## config.mk

```make
export PLATFORM = sky130hd
export DESIGN_NAME = hazard_fwd_unit
export DESIGN_NICKNAME = d
export VERILOG_FILES = /design/src/rtl/hazard_fwd_unit.sv
export SDC_FILE = /design/constraint.sdc
export NUM_CORES = 1
export LEC_CHECK = 0
export CAP_MARGIN = 20
export CORE_AREA = 5 5 101 74
export CTS_BUF_LIST = sky130_fd_sc_hd__clkbuf_8 sky130_fd_sc_hd__clkbuf_16
export CTS_CLUSTER_SIZE = 40
export DETAILED_ROUTE_END_ITERATION = 10
export DIE_AREA = 0 0 106 79
export GPL_TIMING_DRIVEN = 1
export PLACE_DENSITY = 0.85
export SYNTH_ARGS = -nofsm -noshare
export SYNTH_HDL_FRONTEND = slang
export SYNTH_SLANG_ARGS = --single-unit
export TNS_END_PERCENT = 1
```

## constraint.sdc

```tcl
create_clock -name clk -period 3.9 [get_ports clk]
set_input_delay 0.585 -clock clk [delete_from_list [all_inputs] [get_ports clk]]
set_output_delay 0.585 -clock clk [all_outputs]
set_load 0.05 [all_outputs]
```

## src/rtl/hazard_fwd_unit.sv

```systemverilog
// Hazard detection and forwarding control for the 5-stage RV32 pipeline.
// Tracks register usage of EX/MEM/WB in a shadow pipeline; all controls are combinational from it.
module hazard_fwd_unit #(
  parameter int unsigned RAWIDTH   = 5,
  parameter bit          FWD_EN    = 1'b1,
  parameter int unsigned CNT_WIDTH = 16
) (
  input  logic                 clk,
  input  logic                 rst,
  input  logic                 id_valid,
  input  logic [RAWIDTH-1:0]   id_rs1,
  input  logic [RAWIDTH-1:0]   id_rs2,
  input  logic                 id_use_rs1,
  input  logic                 id_use_rs2,
  input  logic [RAWIDTH-1:0]   id_rd,
  input  logic                 id_reg_we,
  input  logic                 id_is_load,
  input  logic                 ex_redirect,
  output logic                 stall_pc,
  output logic                 flush_id,
  output logic                 flush_ex,
  output logic [1:0]           fwd_a,
  output logic [1:0]           fwd_b,
  output logic                 id_byp_a,
  output logic                 id_byp_b,
  output logic [CNT_WIDTH-1:0] stall_cnt,
  output logic [CNT_WIDTH-1:0] flush_cnt
);

  logic               ex_valid_q, ex_use1_q, ex_use2_q, ex_we_q, ex_load_q;
  logic [RAWIDTH-1:0] ex_rs1_q, ex_rs2_q, ex_rd_q;
  logic               mem_valid_q, mem_we_q, mem_load_q;
  logic [RAWIDTH-1:0] mem_rd_q;
  logic               wb_valid_q, wb_we_q, wb_load_q;
  logic [RAWIDTH-1:0] wb_rd_q;
  logic [CNT_WIDTH-1:0] stall_cnt_q, stall_cnt_d;
  logic [CNT_WIDTH-1:0] flush_cnt_q, flush_cnt_d;
  logic               ex_valid_d;

  // x0 is hardwired to zero, so a write to it never creates a dependency.
  function automatic logic wmatch(input logic v, input logic we,
                                  input logic [RAWIDTH-1:0] rd,
                                  input logic [RAWIDTH-1:0] src,
                                  input logic use_src);
    return v & we & (rd != '0) & (rd == src) & use_src;
  endfunction

  logic id_u1, id_u2;
  logic ex_m1, ex_m2, mem_m1, mem_m2, wb_m1, wb_m2;
  logic load_use, interlock, stall_cond;
  logic fm_a, fm_b, fw_a, fw_b;

  assign id_u1  = id_valid & id_use_rs1;
  assign id_u2  = id_valid & id_use_rs2;
  assign ex_m1  = wmatch(ex_valid_q,  ex_we_q,  ex_rd_q,  id_rs1, id_u1);
  assign ex_m2  = wmatch(ex_valid_q,  ex_we_q,  ex_rd_q,  id_rs2, id_u2);
  assign mem_m1 = wmatch(mem_valid_q, mem_we_q, mem_rd_q, id_rs1, id_u1);
  assign mem_m2 = wmatch(mem_valid_q, mem_we_q, mem_rd_q, id_rs2, id_u2);
  assign wb_m1  = wmatch(wb_valid_q,  wb_we_q,  wb_rd_q,  id_rs1, id_u1);
  assign wb_m2  = wmatch(wb_valid_q,  wb_we_q,  wb_rd_q,  id_rs2, id_u2);

  assign load_use   = FWD_EN & ex_load_q & (ex_m1 | ex_m2);
  assign interlock  = !FWD_EN & (ex_m1 | ex_m2 | mem_m1 | mem_m2);
  assign stall_cond = load_use | interlock;

  // A redirect squashes the stalled ID instruction, so it wins over the stall.
  assign stall_pc = stall_cond & !ex_redirect;
  assign flush_id = ex_redirect;
  assign flush_ex = stall_pc | ex_redirect;
  assign id_byp_a = wb_m1;
  assign id_byp_b = wb_m2;

  assign fm_a = wmatch(mem_valid_q & !mem_load_q, mem_we_q, mem_rd_q, ex_rs1_q, ex_valid_q & ex_use1_q);
  assign fm_b = wmatch(mem_valid_q & !mem_load_q, mem_we_q, mem_rd_q, ex_rs2_q, ex_valid_q & ex_use2_q);
  assign fw_a = wmatch(wb_valid_q, wb_we_q, wb_rd_q, ex_rs1_q, ex_valid_q & ex_use1_q);
  assign fw_b = wmatch(wb_valid_q, wb_we_q, wb_rd_q, ex_rs2_q, ex_valid_q & ex_use2_q);

  assign fwd_a = !FWD_EN ? 2'b00 : fm_a ? 2'b01 : fw_a ? 2'b10 : 2'b00;
  assign fwd_b = !FWD_EN ? 2'b00 : fm_b ? 2'b01 : fw_b ? 2'b10 : 2'b00;

  assign ex_valid_d  = id_valid & !stall_pc & !ex_redirect;
  assign stall_cnt_d = (stall_pc && stall_cnt_q != '1) ? stall_cnt_q + 1'b1 : stall_cnt_q;
  assign flush_cnt_d = (ex_redirect && flush_cnt_q != '1) ? flush_cnt_q + 1'b1 : flush_cnt_q;

  always_ff @(posedge clk or posedge rst) begin
    if (rst) begin
      ex_valid_q  <= 1'b0;
      ex_rs1_q    <= '0;
      ex_rs2_q    <= '0;
      ex_use1_q   <= 1'b0;
      ex_use2_q   <= 1'b0;
      ex_rd_q     <= '0;
      ex_we_q     <= 1'b0;
      ex_load_q   <= 1'b0;
      mem_valid_q <= 1'b0;
      mem_rd_q    <= '0;
      mem_we_q    <= 1'b0;
      mem_load_q  <= 1'b0;
      wb_valid_q  <= 1'b0;
      wb_rd_q     <= '0;
      wb_we_q     <= 1'b0;
      wb_load_q   <= 1'b0;
      stall_cnt_q <= '0;
      flush_cnt_q <= '0;
    end else begin
      ex_valid_q  <= ex_valid_d;
      ex_rs1_q    <= id_rs1;
      ex_rs2_q    <= id_rs2;
      ex_use1_q   <= id_use_rs1;
      ex_use2_q   <= id_use_rs2;
      ex_rd_q     <= id_rd;
      ex_we_q     <= id_reg_we;
      ex_load_q   <= id_is_load;
      mem_valid_q <= ex_valid_q;
      mem_rd_q    <= ex_rd_q;
      mem_we_q    <= ex_we_q;
      mem_load_q  <= ex_load_q;
      wb_valid_q  <= mem_valid_q;
      wb_rd_q     <= mem_rd_q;
      wb_we_q     <= mem_we_q;
      wb_load_q   <= mem_load_q;
      stall_cnt_q <= stall_cnt_d;
      flush_cnt_q <= flush_cnt_d;
    end
  end

  assign stall_cnt = stall_cnt_q;
  assign flush_cnt = flush_cnt_q;

endmodule
```

Word-level counts from Yosys, hierarchy flattened
Cells that the tools add are included.
{"block": "totals", "out_inout_bits": 41, "word_cells": 74, "reg_bits": 67}
{"block": "classes", "add_sub_neg": 2, "bitwise_logic": 33, "n_eq_ne": 10, "n_reduce_logical": 8, "n_mux": 4}
{"cell": "== test 5 bit", "count": 8}
{"cell": "adder 16 x 1 -> 16 bit, second input constant", "count": 2}
{"cell": "!= test 16 bit, second input constant", "count": 2}
{"cell": "bitwise AND 1 bit", "count": 31}
{"cell": "nonzero test 5 bit", "count": 3}
{"cell": "two-way mux 2 bit", "count": 4}
{"cell": "zero test 1 bit", "count": 3}
{"cell": "logical AND 1 bit", "count": 2}
{"cell": "bitwise OR 1 bit", "count": 2}

Depth between registers and ports, before layout
Gate-level depths: netlist (run 1).
{"block": "depth", "depth_word": 10, "depth_mapped": 6, "mapped_depth_nobuf": 6}

Worst setup path before layout (run 1)
No wires, ideal clock.
{"block": "synth_timing", "kind": "input -> output", "start": "in id_rs2[1]", "end": "out flush_ex", "arrival_time_ns": 2.429, "path_buffers": 0, "required_ns": 3.315, "slack_ns": 0.886, "stages": 5, "path_cell_list": "xnor2_1 nand4_1 o32ai_4 inv_1 o21ai_0"}
{"block": "synth_via", "elab_chain_cells": 7}
{"element": "start, declared", "line_no": "12", "text": "input logic [RAWIDTH-1:0] id_rs2,"}
{"element": "== test 5 bit", "line_no": "45", "text": "return v & we & (rd != '0) & (rd == src) & use_src;"}
{"element": "bitwise AND 1 bit (2 in a row)", "line_no": "45"}
{"element": "bitwise OR 1 bit"}
{"element": "bitwise AND 1 bit", "line_no": "62", "text": "assign load_use = FWD_EN & ex_load_q & (ex_m1 | ex_m2);"}
{"element": "bitwise AND 1 bit", "line_no": "67", "text": "assign stall_pc = stall_cond & !ex_redirect;"}
{"element": "bitwise OR 1 bit", "line_no": "69", "text": "assign flush_ex = stall_pc | ex_redirect;"}
{"element": "end, declared", "line_no": "21", "text": "output logic flush_ex,"}
No other way between the ends.

Final worst setup path (run 1)
{"block": "layout_timing", "start": "reg mem_rd_q[2]", "end": "out fwd_a[1]"}
{"block": "layout_via", "elab_chain_cells": 5}
{"element": "start, declared", "line_no": "33", "text": "logic [RAWIDTH-1:0] mem_rd_q;"}
{"element": "start signal, assigned", "line_no": "115", "text": "mem_rd_q <= ex_rd_q;"}
{"element": "nonzero test 5 bit", "line_no": "45"}
{"element": "bitwise AND 1 bit", "line_no": "45"}
{"element": "bitwise AND 1 bit (*) (2 in a row)", "line_no": "45"}
{"element": "two-way mux 2 bit (*)", "line_no": "78", "text": "assign fwd_a = !FWD_EN ? 2'b00 : fm_a ? 2'b01 : fw_a ? 2'b10 : 2'b00;"}
{"element": "end, declared", "line_no": "22", "text": "output logic [1:0] fwd_a,"}
Every way passes the cells marked *; elsewhere a longest branch is shown, timed or not.

==> results of run 1 <==
placed cells by master, fill, tap and decap left out, types with 7 or more instances in the layout:
cell and count:
dfrtp_1 67, clkdlybuf4s50_1 61, xnor2_1 50, nand3_1 20, nand2_1 19, nand4_1 18, xor2_1 16, nor3_1 12
clkbuf_8 9, nor2_1 7
flip-flops by register name, summed over array words and instances (netlist names), 5 cells and up:
register	cells
ex_rd_q	5
ex_rs1_q	5
ex_rs2_q	5
flush_cnt	16
mem_rd_q	5
stall_cnt	16
wb_rd_q	5
critical path, stage by stage, from the launching register on:
cell and delay, ps:
dfrtp_1 460, or4_1 510, o21ai_0 260, nor3_1 150, nor3_1 210, clkdlybuf4s50_1 860
layout make-up:
class                           instances  share of cell area, %
Sequential cell                        67                  41.91
Multi-Input combinational cell        187                  33.78
Timing Repair Buffer                   67                  16.39
Clock buffer                            9                  3.097
Tap cell                               81                  2.534
Clock inverter                          7                  1.908
Inverter                                4                 0.3754
metrics by stage:
step / util, % / hold WS, ps
CTS: 61.48 / 387.0
global placement: 58.40 / 355.3
finish: 61.48 / 382.5
detailed placement: 58.40 / 368.3
floorplan: - / 345.6
global route: 61.48 / 396.5
cells by family after synthesis:
group,after synthesis,synth area share (%)
mux,5,1.934
flops,67,53.99
compound gates,10,3.183
simple gates,104,18.98
buf+inv,14,2.498
fa+ha+maj,2,0.8057
xor+xnor,66,18.61
per-layer routing:
| metal | part of all wire, % | GRT usage (%) | vias up | routed length [µm] |
|---|---|---|---|---|
| met2 | 46 | 29.07 | 79 | 3385 |
| li1 | - | - | 1078 | - |
| met4 | 2.2 | 7.503 | 0 | 165 |
| met3 | 6.7 | 6.580 | 16 | 496 |
| met5 | 0 | 0 | - | 0 |
| met1 | 46 | 25.82 | 1160 | 3385 |
where the power goes:
part | leakage [nW] | switching (W) | internal [W]
Sequential | 0.846 | 0.0000726 | 0.000750
Combinational | 0.657 | 0.000228 | 0.000151
Clock | 0.0962 | 0.000287 | 0.000299
worst max-delay path by stage:
| stage | from | end | slack, ps | cells past startpoint |
|---|---|---|---|---|
| 2_1_floorplan | id_rs2[1] | flush_ex | 890 | 5 |
| 3_5_place_dp | id_rs2[0] | flush_ex | 720 | 8 |
| 3_3_place_gp | id_rs2[4] | stall_pc | 750 | 8 |
| 6_report | mem_rd_q[2]$_DFF_PP0_ | fwd_a[1] | 520 | 5 |
| 5_1_grt | mem_rd_q[2]$_DFF_PP0_ | fwd_a[1] | 340 | 5 |
| 4_1_cts | mem_rd_q[2]$_DFF_PP0_ | fwd_a[1] | 520 | 5 |
==> metrics, run 1 <==
fillers=537; Endpoint, Worst Hold=mem_load_q$_DFF_PP0_; total number of vias=about 2300; layout cells sized above 1=under 10%; RR Endpoint=stall_cnt[14]$_DFFE_PP0P_; top_reg_cell synth=dfrtp_1; DR WL/cell=~18 µm; mean area per synthesized cell=~12 µm²; Req. time, crit path=3310 ps; worst-case reg-to-reg path depth=6; Worst Hold Class=flop to flop; Gates resized, CTS repair=0; area grow syn2layout=28.81%; Post-Syn Nets=between 200 and 300; initial antenna violation count=0; Cells after DPL=406; R2R setup slack=roughly 1800 ps; GRT Total Usage=19.30%; Non-Filler Cell Area, Final=between 4000 and 5000 µm²; PD cells=between 400 and 500 nW/µm²; Register Area=around 1700 µm²; Die X=106 µm; Crit Path Max Fanout=4; Mapped Cells=268; skew final=between 6 and 7 ps; Detailed Route WL=7433 µm; worst r2r src=ex_rd_q[4]$_DFF_PP0_; Detail Route Antenna Nets=0; most numerous cell in the Yosys netlist=dfrtp_1; # setup viols final=0; drt initial violations=124; H-tree depth=3; MaxCap Viol Count=0; clk buf depth=2; relative slew slack=between 40% and 50%; asr flop ratio synth=100.0%; die height=just under 80 µm; Clock Pin Slew Worst Setup and Hold Paths=about 80 ps; Synth area leader=dfrtp_1; period utilisation layout=approximately 87%; Tightest Pin Transition=just under 900 ps; Hold Startpoint=ex_load_q$_DFF_PP0_; Worst setup SP type=flop; Post-synth EDFFs=0; status=completed; worst-skew pair later-pin latency=350 ps; RSZ-0062 raised after global routing=no; CP Data Arrival Time=about 2800 ps; drt pass-1 iters=4; CTS tree=built; ant diodes=0; CTS Hold Bufs=0; clock sink count=between 60 and 70; post-CTS setup buffer count=0; Hold Path Cell Cnt=0; Die ar.=around 8400 µm²; vias in the first global route=about 2500; most area-consuming cells after synthesis=dfrtp_1 (54%), xnor2_1 (14%), xor2_1 (4.5%), nand4_1 (3.6%), nand3_1 (3.2%); Core ar.=about 6500 µm²; final worst slack=approximately 520 ps; Fin. Hold Viols=0; Warnings, synthesis=0; port buffer count=63; drt drc=0; row cnt=25; Setup TNS=0 ps; first-pass GRT wire length=~13000 µm; initial core utilization=between 40% and 50%; Synth cell types=35; I/O Pins=between 60 and 70; FMAX=295.5 MHz; minimum clock period=3384 ps; register area share after synthesis=a little over half; list of most frequent post-synthesis cells=dfrtp_1 (67), xnor2_1 (50), nand3_1 (20); DP Worst Slack=718.9 ps; total placed instance area=roughly 3800 µm²; Yosys reg bits=67; Total Nets Final=approximately 360; vias per cell=about 5.5; Tot Pwr=roughly 0.0018 W; multi-input logic area=1351 µm²; total congestion overflow=0; Peak supply drop=between 0.0002 and 0.00025 V; Setup CP Type=flop to output pin; Final Non-Filler Cells=422; Num CTS Buffers=9; dpl hpwl=around 5500 µm; Mapped Area=3105 µm²; largest net degree at the start of global routing=27; CP Capture Type=output pin; clk root buf=clkbuf_8; post-synth top area share=a little over half; GPL Wtd Cong=~0.87; max-slew violations=0; Leak Pwr=about 1.6 nW
Note: power is estimated with default switching activity, not from simulation.
==> run 2: changes to the inputs <==
--- a/config.mk
+++ b/config.mk
@@ -13,6 +13,7 @@
 export DIE_AREA = 0 0 106 79
 export GPL_TIMING_DRIVEN = 1
 export PLACE_DENSITY = 0.85
+export SKIP_CTS_REPAIR_TIMING = 1
 export SYNTH_ARGS = -nofsm -noshare
 export SYNTH_HDL_FRONTEND = slang
 export SYNTH_SLANG_ARGS = --single-unit
==> results of run 2 <==
The final DEF is identical to that of run 1; final timing and power are the same.
==> variant 1: new RTL, config.mk and constraints of run 1 <==
`FWD_EN`: 1'b1 -> 1'b0.
--- a/src/rtl/hazard_fwd_unit.sv
+++ b/src/rtl/hazard_fwd_unit.sv
@@ -2,7 +2,7 @@
 // Tracks register usage of EX/MEM/WB in a shadow pipeline; all controls are combinational from it.
 module hazard_fwd_unit #(
   parameter int unsigned RAWIDTH   = 5,
-  parameter bit          FWD_EN    = 1'b1,
+  parameter bit          FWD_EN    = 1'b0,
   parameter int unsigned CNT_WIDTH = 16
 ) (
   input  logic                 clk,
Check against the original RTL: not equivalent (Yosys sat finds a counterexample within 4 cycles, from zero or initial values and one cycle with rst high).
==> variant 1 against run 1 <==
- routed wire length shrank 30%
- sequential cell count shrank 14
- final area shrank 20%
- total power shrank 25%
- worst setup slack lost 0.22 ns
- synthesized area shrank 21%
- first-iteration DRC count shrank 56%
- global-route usage shrank 6.3 points
- combinational power shrank 5.5%
==> variant 1: results (changes against run 1) <==
| Metric | Value |
|---|---|
| Status | finished, final reports clean (unchanged) |
| M3 GR Usage | 3.33% (was 6.58%) |
| Antenna violations before repair | 0 (unchanged) |
| Critical path peak fanout | 5 (was 4) |
| Synth top area cells | dfrtp_1 (54%), xnor2_1 (11%), xor2_1 (9.6%) (was dfrtp_1 (54%), xnor2_1 (14%), xor2_1 (4.5%)) |
| Largest net degree at the start of global routing | 54 (was 27) |
| Yosys warnings | 0 (unchanged) |
| Worst path max stage delay | 0.80 ns (was 0.86 ns) |
| Clk_skew | 0.00415 ns (was 0.00610 ns) |
| Fraction of layout cells with a size suffix above 1 | 6.59% (was 9.68%) |
| Worst-path clk slew | 0.10 ns (was 0.08 ns) |
| Top cells by count, synth | dfrtp_1 (53), xnor2_1 (32), xor2_1 (27), nand3_1 (15), nor2_1 (12) (was dfrtp_1 (67), xnor2_1 (50), nand3_1 (20), nand2_1 (19), nand4_1 (18)) |
| Worst VDD drop | 0.613 mV (was 0.217 mV) |
| Iter 0 DRT Violations | 55 (was 124) |
| Clk_lat worst skew | 0.29 ns (was 0.35 ns) |
| Final Net Count | 297 (was 361) |
| First-pass DRT Iterations | 4 (unchanged) |
| Synth unique cells | 31 (was 35) |
| FF-to-FF path depth | 6 (unchanged) |
| Root buffer cell | clkbuf_8 (unchanged) |
| Xor-xnor portion of the synthesized cell area | 21.1% (was 18.6%) |
| Clock power frac | 23.6% (was 32.8%) |
| Comb power frac | 26.8% (was 21.2%) |
| Most used DFF post-synth | dfrtp_1 (unchanged) |
| RD Place Congestion | 0.800 (was 0.865) |
| WP data arrival | 3.02 ns (was 2.80 ns) |
| Fin crit share | 92.3% (was 86.8%) |
| Sw Share | 35.3% (was 32.8%) |
| First-pass GRT wire length | 8740 microns (was 12600 microns) |
| M1 GR Usage | 16.7% (was 25.8%) |
| GRT Total Usage | 13.0% (was 19.3%) |
| Leakage | 1.33 nW (was 1.60 nW) |
| Total CTS buffers | 5 (was 9) |
| Antenna Cells | 0 (unchanged) |
| Worst Hold Class | reg2reg (unchanged) |
| Wire per inst | 14.6 microns (was 17.6 microns) |
| Met2 Resource Use GR | 22.6% (was 29.1%) |
| Vias in the first global route | 1780 (was 2478) |
| Post-synthesis adder-cell area fraction | 1.02% (was 0.806%) |
| Critical path's top delay family | buffers and inverters (was simple AND/OR/NAND/NOR gates) |
| Slowest CP cell | clkdlybuf4s50_1 (unchanged) |
| Multiplexer share of the synthesized area | 0.918% (was 1.93%) |
| Port bufs | 58 (was 63) |
| Max_slew headroom | 54.4% (was 40.6%) |
| DP Wirelength | 4040 microns (was 5490 microns) |
| Asr flop ratio synth | 100% (unchanged) |
| Cts repair resizes | 0 (unchanged) |
| Compound-Gate Fraction of Synth Area | 2.96% (was 3.18%) |
| Vias | 1745 (was 2333) |
| H-tree depth | 2 (was 3) |
| Register area share after synthesis | 54.1% (was 54.0%) |
## variant 1: cell types whose count changed in the layout (fill, tap and decap cells not counted), sizes merged, moves of 6 or more
cell / delta
dfrtp: -14
nand2: -8
nand4: -6
nor3: -11
xnor2: -18
xor2: +11
## variant 1: worst paths after layout
| check | slack, ns | startpoint | to |
|---|---|---|---|
| max | 0.30 | id_rs1[1] | stall_pc |
| min | 0.39 | mem_valid_q$_DFF_PP0_ | wb_valid_q$_DFF_PP0_ |
| max reg2reg | 1.50 | mem_rd_q[4]$_DFF_PP0_ | stall_cnt[1]$_DFFE_PP0P_ |
| min reg2reg | 0.39 | mem_valid_q$_DFF_PP0_ | wb_valid_q$_DFF_PP0_ |
| max in group asynchronous | 2.90 | rst | flush_cnt[4]$_DFFE_PP0P_ |
| min in group asynchronous | 0.51 | rst | stall_cnt[0]$_DFFE_PP0P_ |
## variant 1: layout make-up
cell class                      instances  area [sq um]
Clock inverter                          3          26.3
Timing Repair Buffer                   59           598
Inverter                                5          18.8
Multi-Input combinational cell        148          1060
Tap cell                               81           101
Clock buffer                            5          68.8
Fill cell                             594          3310
Sequential cell                        53          1330
## variant 1: stage by stage
step	setup WS [ns]	power [mW]	instance area (sq um)	instances
2_1_floorplan	1.01	0.897	2460	213
3_3_place_gp	0.356	1.02	3080	345
3_5_place_dp	0.271	1.03	3080	345
4_1_cts	0.269	1.35	3180	353
5_1_grt	0.107	1.40	3200	354
6_report	0.299	1.34	3200	354
## variant 1: per-layer routing
layer | vias to the layer above | part of all wire, %
li1 | 836 | -
met1 | 866 | 44
met3 | 2 | 4.4
met4 | 0 | 0.23
met2 | 41 | 51
met5 | - | 0
==> variant 2: new RTL, settings of run 1 <==
Without the edit above. Put one more register stage on the output `flush_cnt`, with the module's reset. The value now appears one clock later. The other outputs are not delayed to match.
--- a/src/rtl/hazard_fwd_unit.sv
+++ b/src/rtl/hazard_fwd_unit.sv
@@ -125,6 +125,12 @@
   end
 
   assign stall_cnt = stall_cnt_q;
-  assign flush_cnt = flush_cnt_q;
+  always_ff @(posedge clk or posedge rst) begin
+    if (rst) begin
+      flush_cnt <= '0;
+    end else begin
+      flush_cnt <= flush_cnt_q;
+    end
+  end
 
 endmodule
Formal check against the unedited RTL: not equivalent (a bounded check fails within 4 cycles, from zero or initial values and one cycle with rst high).
==> variant 2 against run 1 <==
- total power up 19%
- synthesized area up 13%
- die area unchanged
- clock power up 24%
- count of clock-buffer cells in the layout up 1
- final area up 11%
- worst setup slack better by 0.047 ns
- sequential cell count up 16
- routed wire length down 2.6%
- worst hold slack worse by 0.010 ns
- critical path depth up 1
- register-to-register slack better by 0.07 ns
- critical path type is now in2out
- critical endpoint is now stall_pc
- largest cell class unchanged
- highest routed layer unchanged
==> variant 2: results (changes against run 1) <==
| Metric | Value |
|---|---|
| Asr flop ratio synth | 100% (unchanged) |
| Antenna violations before repair | 0 (unchanged) |
| Worst VDD drop | 0.390 mV (was 0.217 mV) |
| Clk_skew | 0.0135 ns (was 0.00610 ns) |
| RD Place Congestion | 0.868 (was 0.865) |
| Final worst slack | 0.563 ns (was 0.516 ns) |
| Root buffer cell | clkbuf_8 (unchanged) |
| Worst-path clk slew | 0.08 ns (about the same) |
| Fill cell count | 495 (was 537) |
| Vias | 2397 (was 2333) |
| First-pass DRT Iterations | 4 (unchanged) |
| Status | finished, final reports clean (unchanged) |
| Total CTS buffers | 9 (unchanged) |
| Synth top area cells | dfrtp_1 (59%), xnor2_1 (14%), nand4_1 (3.4%) (was dfrtp_1 (54%), xnor2_1 (14%), xor2_1 (4.5%)) |
| R2R setup slack | 1.84 ns (was 1.77 ns) |
| Register area share after synthesis | 58.9% (was 54.0%) |
| Worst Hold Class | reg2reg (unchanged) |
| First-pass GRT wire length | 12400 microns (was 12600 microns) |
| GRT Total Usage | 19.1% (was 19.3%) |
| WHS Path Cells | 0 (unchanged) |
| Syn_nets | 308 (was 293) |
| Clock buffer depth | 2 (unchanged) |
| Synth unique cells | 39 (was 35) |
| H-tree depth | 3 (unchanged) |
| Fraction of layout cells with a size suffix above 1 | 9.07% (was 9.68%) |
| Largest net degree at the start of global routing | 52 (was 27) |
| Leakage | 1.79 nW (was 1.60 nW) |
| Final Net Count | 373 (was 361) |
| Total Wirelength | 7240 microns (was 7430 microns) |
| Iter 0 DRT Violations | 110 (was 124) |
| WP data arrival | 2.75 ns (was 2.80 ns) |
| Max_slew headroom | 44.3% (was 40.6%) |
| GRT Residual Overflow | 0 (unchanged) |
| Clk_lat worst skew | between 0.3 and 0.4 ns |
| Most used DFF post-synth | dfrtp_1 (unchanged) |
| Cts repair resizes | 0 (unchanged) |
| Yosys warnings | 0 (unchanged) |
| Vias in the first global route | 2512 (was 2478) |
| Setup bufs post-CTS | 0 (unchanged) |
| DP Wirelength | 5420 microns (was 5490 microns) |
| Critical path peak fanout | 3 (was 4) |
| Port bufs | 63 (unchanged) |
| Place WS | 0.515 ns (was 0.719 ns) |
| Top cells by count, synth | dfrtp_1 (83), xnor2_1 (58), nand3_1 (21), nand4_1 (19), nor2_1 (12) (was dfrtp_1 (67), xnor2_1 (50), nand3_1 (20), nand2_1 (19), nand4_1 (18)) |
-- variant 2: cell count changes in the layout (fill, tap and decap cells not counted), sizes merged, moves of 4 or more --
cell | before | now
nand2 | 19 | 10
xnor2 | 50 | 58
nor3 | 12 | 5
xor2 | 16 | 9
dfrtp | 67 | 83
nor2 | 7 | 13
nand4b | 0 | 5
and4 | 6 | 2
-- variant 2: cell type report --
cell class	instances	area share (%)
Clock buffer	10	3.09
Inverter	3	0.281
Timing Repair Buffer	66	14.7
Clock inverter	6	2.33
Sequential cell	83	46.7
Tap cell	81	2.28
Multi-Input combinational cell	185	30.7
-- variant 2: kinds of logic (layout without fill, tap and decap cells) --
logic type / Yosys count / count (layout) / share of synthesized area, %
flops: 83 / 83 / 58.9
simple gates: 101 / 101 / 17.3
buf+inv: 15 / 85 / 2.38
compound gates: 13 / 13 / 3.34
fa+ha+maj: 2 / 2 / 0.710
mux: 2 / 2 / 0.745
xor+xnor: 67 / 67 / 16.6
-- variant 2: per-layer routing --
layer	vias up	GRT usage, %	part of all wire (%)
li1	1120	-	-
met1	1213	23.6	43
met2	58	32.3	51
met3	6	6.34	4.8
met4	0	5.43	0.79
met5	-	0	0
-- variant 2: power by group --
| part | switching, mW | total (mW) | internal (mW) |
|---|---|---|---|
| sequential | 0.0873 | 1.03 | 0.946 |
| clock | 0.286 | 0.725 | 0.439 |
| combinational | 0.224 | 0.371 | 0.147 |
| total | 0.598 | 2.13 | 1.53 |
-- variant 2: final timing paths --
path                                           from                  endpoint
max                                       id_rs2[2]                  stall_pc
min                             ex_load_q$_DFF_PP0_      mem_load_q$_DFF_PP0_
max reg2reg                stall_cnt[0]$_DFFE_PP0P_  stall_cnt[1]$_DFFE_PP0P_
min reg2reg                     ex_load_q$_DFF_PP0_      mem_load_q$_DFF_PP0_
max in group asynchronous                       rst    flush_cnt[1]$_DFF_PP0_
min in group asynchronous                       rst  stall_cnt[1]$_DFFE_PP0P_
-- variant 2: metrics by stage --
step	area [sq um]	hold slack, ns	std cells	util, %
6_report	4450	0.372	434	68.4
5_1_grt	4450	0.380	434	68.4
4_1_cts	4450	0.372	434	68.4
3_5_place_dp	4210	0.354	418	64.7
3_3_place_gp	4210	0.357	418	64.7
2_1_floorplan	3520	0.346	283	-
-- variant 2: critical path: stages --
cell and delay, ns:
clkdlybuf4s50_1 0.53, xnor2_1 0.16, nand4_1 0.18, o22ai_4 0.25, nor3b_1 0.22, clkdlybuf4s50_1 0.83
